--- config.mk ---
export PLATFORM = sky130hd
export DESIGN_NAME = game_timer
export DESIGN_NICKNAME = d
export VERILOG_FILES = /design/src/rtl/game_timer.sv
export SDC_FILE = /design/constraint.sdc
export NUM_CORES = 1
export LEC_CHECK = 0
export ABC_CLOCK_PERIOD_IN_PS = 5100
export CORE_ASPECT_RATIO = 2
export CORE_MARGIN = 5
export CORE_UTILIZATION = 45
export CTS_CLUSTER_DIAMETER = 100
export DETAILED_ROUTE_END_ITERATION = 10
export GPL_TIMING_DRIVEN = 0
export PLACE_DENSITY = 0.65
export SYNTH_ARGS = -nofsm -noshare
export SYNTH_HDL_FRONTEND = slang
export SYNTH_SLANG_ARGS = --single-unit
--- constraint.sdc ---
create_clock -name clk -period 5.1 [get_ports clk]
set_input_delay 1.02 -clock clk [delete_from_list [all_inputs] [get_ports clk]]
set_output_delay 1.02 -clock clk [all_outputs]
set_load 0.1 [all_outputs]
--- src/rtl/game_timer.sv ---
// Two-digit BCD countdown timer: loads from config switches, decrements once per
// TICKS_PER_SEC enabled cycles, and holds timeout once the count reaches 00.
module game_timer #(
  parameter int TICKS_PER_SEC = 50000000,
  parameter int DEFAULT_TENS  = 3,
  parameter int DEFAULT_ONES  = 0
) (
  input  logic       clk,
  input  logic       reset,
  input  logic       reconfig,
  input  logic       enable,
  input  logic [3:0] cfg_tens,
  input  logic [3:0] cfg_ones,
  output logic [3:0] secs_tens,
  output logic [3:0] secs_ones,
  output logic       sec_tick,
  output logic       timeout
);

  localparam int PW = (TICKS_PER_SEC > 1) ? $clog2(TICKS_PER_SEC) : 1;
  localparam logic [PW-1:0] PRESC_LAST = PW'(TICKS_PER_SEC - 1);
  localparam logic [3:0] RST_TENS = (DEFAULT_TENS > 9) ? 4'd9 : 4'(DEFAULT_TENS);
  localparam logic [3:0] RST_ONES = (DEFAULT_ONES > 9) ? 4'd9 : 4'(DEFAULT_ONES);

  typedef enum logic [1:0] {LOADED, COUNTING, PAUSED, EXPIRED} state_t;

  state_t        state_reg, state_next;
  logic [3:0]    tens_reg, tens_next;
  logic [3:0]    ones_reg, ones_next;
  logic [PW-1:0] presc_reg, presc_next;
  logic          tick_reg, tick_next;
  logic          timeout_reg, timeout_next;
  logic          advance;

  function automatic logic [3:0] clamp_digit(input logic [3:0] d);
    return (d > 4'd9) ? 4'd9 : d;
  endfunction

  always_ff @(posedge clk or negedge reset) begin
    if (!reset) begin
      state_reg   <= LOADED;
      tens_reg    <= RST_TENS;
      ones_reg    <= RST_ONES;
      presc_reg   <= '0;
      tick_reg    <= 1'b0;
      timeout_reg <= 1'b0;
    end else begin
      state_reg   <= state_next;
      tens_reg    <= tens_next;
      ones_reg    <= ones_next;
      presc_reg   <= presc_next;
      tick_reg    <= tick_next;
      timeout_reg <= timeout_next;
    end
  end

  always_comb begin
    state_next   = state_reg;
    tens_next    = tens_reg;
    ones_next    = ones_reg;
    presc_next   = presc_reg;
    tick_next    = 1'b0;
    timeout_next = timeout_reg;
    advance      = 1'b0;

    if (reconfig) begin
      state_next   = LOADED;
      tens_next    = clamp_digit(cfg_tens);
      ones_next    = clamp_digit(cfg_ones);
      presc_next   = '0;
      timeout_next = 1'b0;
    end else begin
      case (state_reg)
        LOADED, PAUSED: begin
          if (enable) begin
            // A zero count expires on the first enabled cycle without a tick.
            if (tens_reg == 4'd0 && ones_reg == 4'd0) begin
              state_next   = EXPIRED;
              timeout_next = 1'b1;
              presc_next   = '0;
            end else begin
              state_next = COUNTING;
              advance    = 1'b1;
            end
          end
        end
        COUNTING: begin
          if (enable) advance = 1'b1;
          else        state_next = PAUSED;
        end
        EXPIRED: presc_next = '0;
      endcase

      if (advance) begin
        if (presc_reg == PRESC_LAST) begin
          presc_next = '0;
          tick_next  = 1'b1;
          if (ones_reg != 4'd0) begin
            ones_next = ones_reg - 4'd1;
          end else begin
            ones_next = 4'd9;
            tens_next = tens_reg - 4'd1;
          end
          if (tens_reg == 4'd0 && ones_reg == 4'd1) begin
            state_next   = EXPIRED;
            timeout_next = 1'b1;
          end
        end else begin
          presc_next = presc_reg + PW'(1);
        end
      end
    end
  end

  assign secs_tens = tens_reg;
  assign secs_ones = ones_reg;
  assign sec_tick  = tick_reg;
  assign timeout   = timeout_reg;

endmodule

======== Word-level counts from Yosys, hierarchy flattened ========
Cells that the tools add are included.
storage, ports and cells
  logic and storage cells ................. 71
  input bits .............................. 12
  register bits after elaboration ......... 38
cells by class
  equal/unequal tests ..................... 8
  add/subtract/negate cells ............... 3
  mux-type cells .......................... 39
  reduce and logical (&&, ||, !) cells .... 13
  $lt $le $gt $ge ......................... 2
operators with widths
  cell                                                  number
  2-to-1 mux 26 bit                                     5
  one-hot mux 26 bit (2 select lines)                   1
  2-to-1 mux 4 bit                                      10
  adder 26 x 1 -> 26 bit (second input constant)        1
  equality test 26 bit (second input constant)          1
  2-to-1 mux 1 bit                                      14
  2-to-1 mux 2 bit                                      7
  > comparator 4 bit (second input constant)            2
  logical NOT 4 bit                                     2
  != test 4 bit (second input constant)                 2
  nonzero test 4 bit                                    2
  subtractor 4 x 1 -> 4 bit (second input constant)     2
  AND reduction 3 bit                                   2
  equality test 2 bit (second input constant)           2
  equality test 4 x 1 -> 1 bit (second input constant)  1
  one-hot mux 2 bit (2 select lines)                    1
  nonzero test 2 bit                                    2
  equality test 2 x 1 -> 1 bit (second input constant)  1
  logical AND 1 bit                                     2
  logical NOT 2 bit                                     1
  != test 2 bit (second input constant)                 1
  one-hot mux 1 bit (2 select lines)                    1
  AND reduction 2 bit                                   1
  OR reduction 2 bit                                    1

======== Depth between registers and ports, before layout ========
  depth after elaboration ................. 9
  depth in mapped cells ................... 8
  mapped depth without buffers ............ 7

======== Worst setup path after synthesis ========
No wires, ideal clock.
  path kind ............................... input port to flip-flop
  start point ............................. input port reconfig
  end point ............................... register presc_reg[15]
  buffers on the path ..................... 1
  arrival time ............................ 2.319 ns
  path slack .............................. 2.655 ns
  stages on the path ...................... 6
  cells stage by stage .................... buf_2 a211oi_1 nor4_2 nand3_1 a31oi_1 o22ai_1
between the ends
  longest elaborated chain between the ends .. 2
  elaborated cells between the ends (all ways) .. 5
  classes of those cells .................. eq/ne: 2; mux: 1; reduce/logical: 2
ends and longest elaborated chain
  item                                                           line  text
  start, declared                                                10    input logic reconfig,
  != test 4 bit (no line) or nonzero test 4 bit (tied branches)  n/a
  AND reduction 3 bit (no line)                                  n/a
  end signal, assigned                                           51    presc_reg <= presc_next;
  end, declared                                                  30    logic [PW-1:0] presc_reg, presc_next;
Several ways; a longest one is shown, not always the timed one.
A chain may end at the register's enable or synchronous reset.

======== Final worst setup path ========
  start point ............................. register tens_reg[0], in the netlist secs_tens[0]
  end point ............................... output port secs_tens[0]
RTL lines
  item                    line  text
  start, declared         28    logic [3:0] tens_reg, tens_next;
  start signal, assigned  49    tens_reg <= tens_next;
  end, declared           14    output logic [3:0] secs_tens,
No word-level cell between the ends.

==> impl_results.md <==
- Final Util: 53.35%
- WP data arrival: about 2 ns
- Worst R2R Setup Slack: approximately 2.7 ns
- GRT Total Usage: 19.25%
- Critical Path End: secs_tens[0]
- First-pass GRT wire length: 9.342 mm
- Syn_area_per_cell: 9.092 um2
- Crit path depth: 1
- Reg clk slew, reported paths: roughly 0.07 ns
- Vias in the first global route: between 1.5k and 2k
- Sw frac: a little under a third
- Final worst slack: 2.065 ns
- Crit path kind: flip-flop to primary output
- Peak VDD IR: 0.1785 mV
- Syn-to-layout area delta: 15.91%
- 1st-iter DRT viols: 79
- CP Launch Point: secs_tens[0]
- Final wirelength: 5.741 mm
- Yosys warns: 0
- Final Cycle Share: roughly 60%
- Layout cells sized above 1: between 10 and 15%
- Setup Skew: ~0.0063 ns
- Internal: between 400 and 500 uW
- FF-to-FF Start: secs_tens[1]
- Max FFs per register: 26
- Seq cells post-synth: 38
- Normalized max-slew margin: 28.45%
- Status: finished clean
- Htree depth: 2
- Combinational share of power: between 10% and 20%
- I/O pins: 22
- Chip width: slightly below 60 um
- Share of flip-flops with an asynchronous set or reset: 100.0%
- Area of the multi-input gates: 1185 um2
- RSZ-0062 raised after global routing: no
- Initial antenna violation count: 0
- Die footprint: about 6500 um2
- FP Rows: 36
- Number of I/O port buffers: 20
- 1st-pass router iterations: 4
- Worst endpoint required time: 4.08 ns
- CTS tree: done
- Worst setup SP type: flip-flop
- Final hold viol count: 0
- CP peak stage delay: 1.14 ns
- Worst R2R End: presc_reg[5]
- Via/cell ratio: a little under 6
- Area of the mapped netlist: 2218 um2
- Crit end category: primary output
- CTS buffer count: 5
- Crit-path cells: clkdlybuf4s50_1
- Initial Util: a little under half
- Root buf cell: clkbuf_8
- Hold Path Class: flip-flop to flip-flop
- Worst-skew pair later-pin latency: 0.29 ns
- Sequential fraction of the synthesis area: 42.98%
- Fill count: 497
- PostCTS Resize Cnt: 0
- Clock sinks: 38
- Largest net degree at the start of global routing: 39
- CTS hold repair buffers: 0
- Max Buffers Root-to-Sink: 2
- Tmin final: just over 3 ns
- Post-Syn Nets: 259
- Dominant synthesized flop cell: dfrtp_1
- GR Overflow Total: 0
- Final Max Tran Viols: 0
- Max Fclk: 0.3295 GHz
- Post-synth EDFFs: 0
- Power density over the cells: 256.7 nW/um2
- NetSw: 206.6 uW
- Fin nets: 286
- FF/Latch Area: 953.4 um2
- Slew @ Worst Pin: approximately 1.1 ns
- Die Y: approximately 110 um
- Flop pwr share: about half
- Leak Pwr: 0.001044 uW
- Post-detail-place hpwl: 4.289 mm
- RePlAce Congestion: approximately 0.85
- Post-placement setup slack: 1.863 ns
- Setup_tns: 0 ns
- Delay-heaviest family, CP: buffers and inverters
- Drt wl/cell: between 15 and 20 um
- DR DRC count: 0
- Largest fanout on the critical path: 5
- Diodes inserted: 0
- CP max-delay cell: clkdlybuf4s50_1
- Post-CTS Setup Bufs: 0
- Yosys cell types: 51
- Vias: 1906
- Final setup vio count: 0
- Crit path buffers/inverters: 1
- Max-Cap Viols: 0
- Worst Reg-to-Reg Cells: 8
- Core area: 4820 um2
- Remaining antenna violation count after routing: 0
- Clock share of power: between 30% and 40%
- Post-Syn Instances: 244
-- cell type report --
cell class	count	area share [%]
multi-input combinational	189	46.08
buffer	7	1.654
timing repair buffer	20	7.591
tap	57	2.774
sequential	38	37.08
inverter	10	1.460
clock buffer	7	3.358
-- worst min-delay path: stages (launching register included) --
cell     delay (ns)
dfrtp_1        0.37
nand2_1        0.06
nand2_1        0.06
-- cell usage after synthesis (2+ instances only) --
cell type	n	area (um2)
nor4b_1	2	17.52
clkbuf_1	2	7.510
nor2_1	32	120.1
nand3_1	16	80.08
or3_1	2	12.51
a31oi_1	5	31.28
xnor2_1	9	78.83
nand2_1	20	75.07
nor4_1	6	37.54
nand4_1	8	50.05
a21oi_1	7	35.03
and4_1	2	17.52
a21oi_2	3	26.28
o211ai_1	2	15.01
dfrtp_1	36	900.9
or2_2	3	18.77
mux2i_1	2	20.02
and3_1	8	50.05
buf_4	2	15.01
xor2_1	15	131.4
nand4b_1	2	17.52
nor3_1	8	40.04
o22ai_1	2	12.51
inv_1	10	37.54
nor3b_1	2	15.01
ha_1	3	37.54
o21ai_0	7	35.03
nand3b_1	2	15.01
and2_1	3	18.77
dfstp_2	2	52.55
-- worst min path at each step --
stage                  from      endpoint  slack (ns)  cells past startpoint
2_1_floorplan  presc_reg[1]  presc_reg[1]        0.47                      2
3_3_place_gp   presc_reg[1]  presc_reg[1]        0.48                      2
3_5_place_dp   presc_reg[1]  presc_reg[1]        0.50                      2
4_1_cts        presc_reg[1]  presc_reg[1]        0.51                      2
5_1_grt        presc_reg[1]  presc_reg[1]        0.54                      2
6_report       presc_reg[1]  presc_reg[1]        0.51                      2
-- metal layers --
metal	track usage [%]	part of all wire [%]
met3	2.820	3.4
met4	11.73	4.8
met1	18.69	35
met5	0	0
met2	35.99	56
-- kinds of logic (layout without fill, tap and decap cells) --
| family | Yosys count | in the layout | synth area share [%] |
|---|---|---|---|
| flops | 38 | 38 | 42.98 |
| fa+ha+maj | 3 | 3 | 1.692 |
| simple gates | 130 | 130 | 32.88 |
| xor+xnor | 24 | 24 | 9.476 |
| buf+inv | 17 | 44 | 3.609 |
| compound gates | 30 | 30 | 8.460 |
| mux | 2 | 2 | 0.9025 |
-- power groups by stage --
stage	combinational [uW]	clock (uW)	sequential, uW
global route	132	227	328
global placement	124	0	332
detailed placement	125	0	332
finish	123	210	326
CTS	125	216	327
floorplan	37.2	0	375
-- per-stage QoR --
step,hold slack (ns),instances,area [um2],total power [uW]
detailed placement,0.4987,321,2485,456.8
global route,0.5357,328,2571,686.9
floorplan,0.4657,244,2218,412.7
CTS,0.5142,328,2571,667.1
global placement,0.4794,321,2490,455.9
finish,0.5139,328,2571,660.1
-- layout by cell type (no fill, tap or decap), types with 3 or more instances in the layout --
master           instances
xor2_1                  15
o21ai_0                  7
nand4_1                  8
nand3_1                 16
dfrtp_1                 36
nor3_1                   8
nor4_1                   6
clkbuf_1                 3
or2_2                    3
and3_1                   8
a31oi_1                  5
a21oi_1                  7
a21oi_2                  3
nand2_1                 20
and2_1                   3
nor2_1                  32
clkdlybuf4s50_1         19
ha_1                     3
inv_1                   10
clkbuf_8                 6
xnor2_1                  9
(Power assumes the default switching activity.)
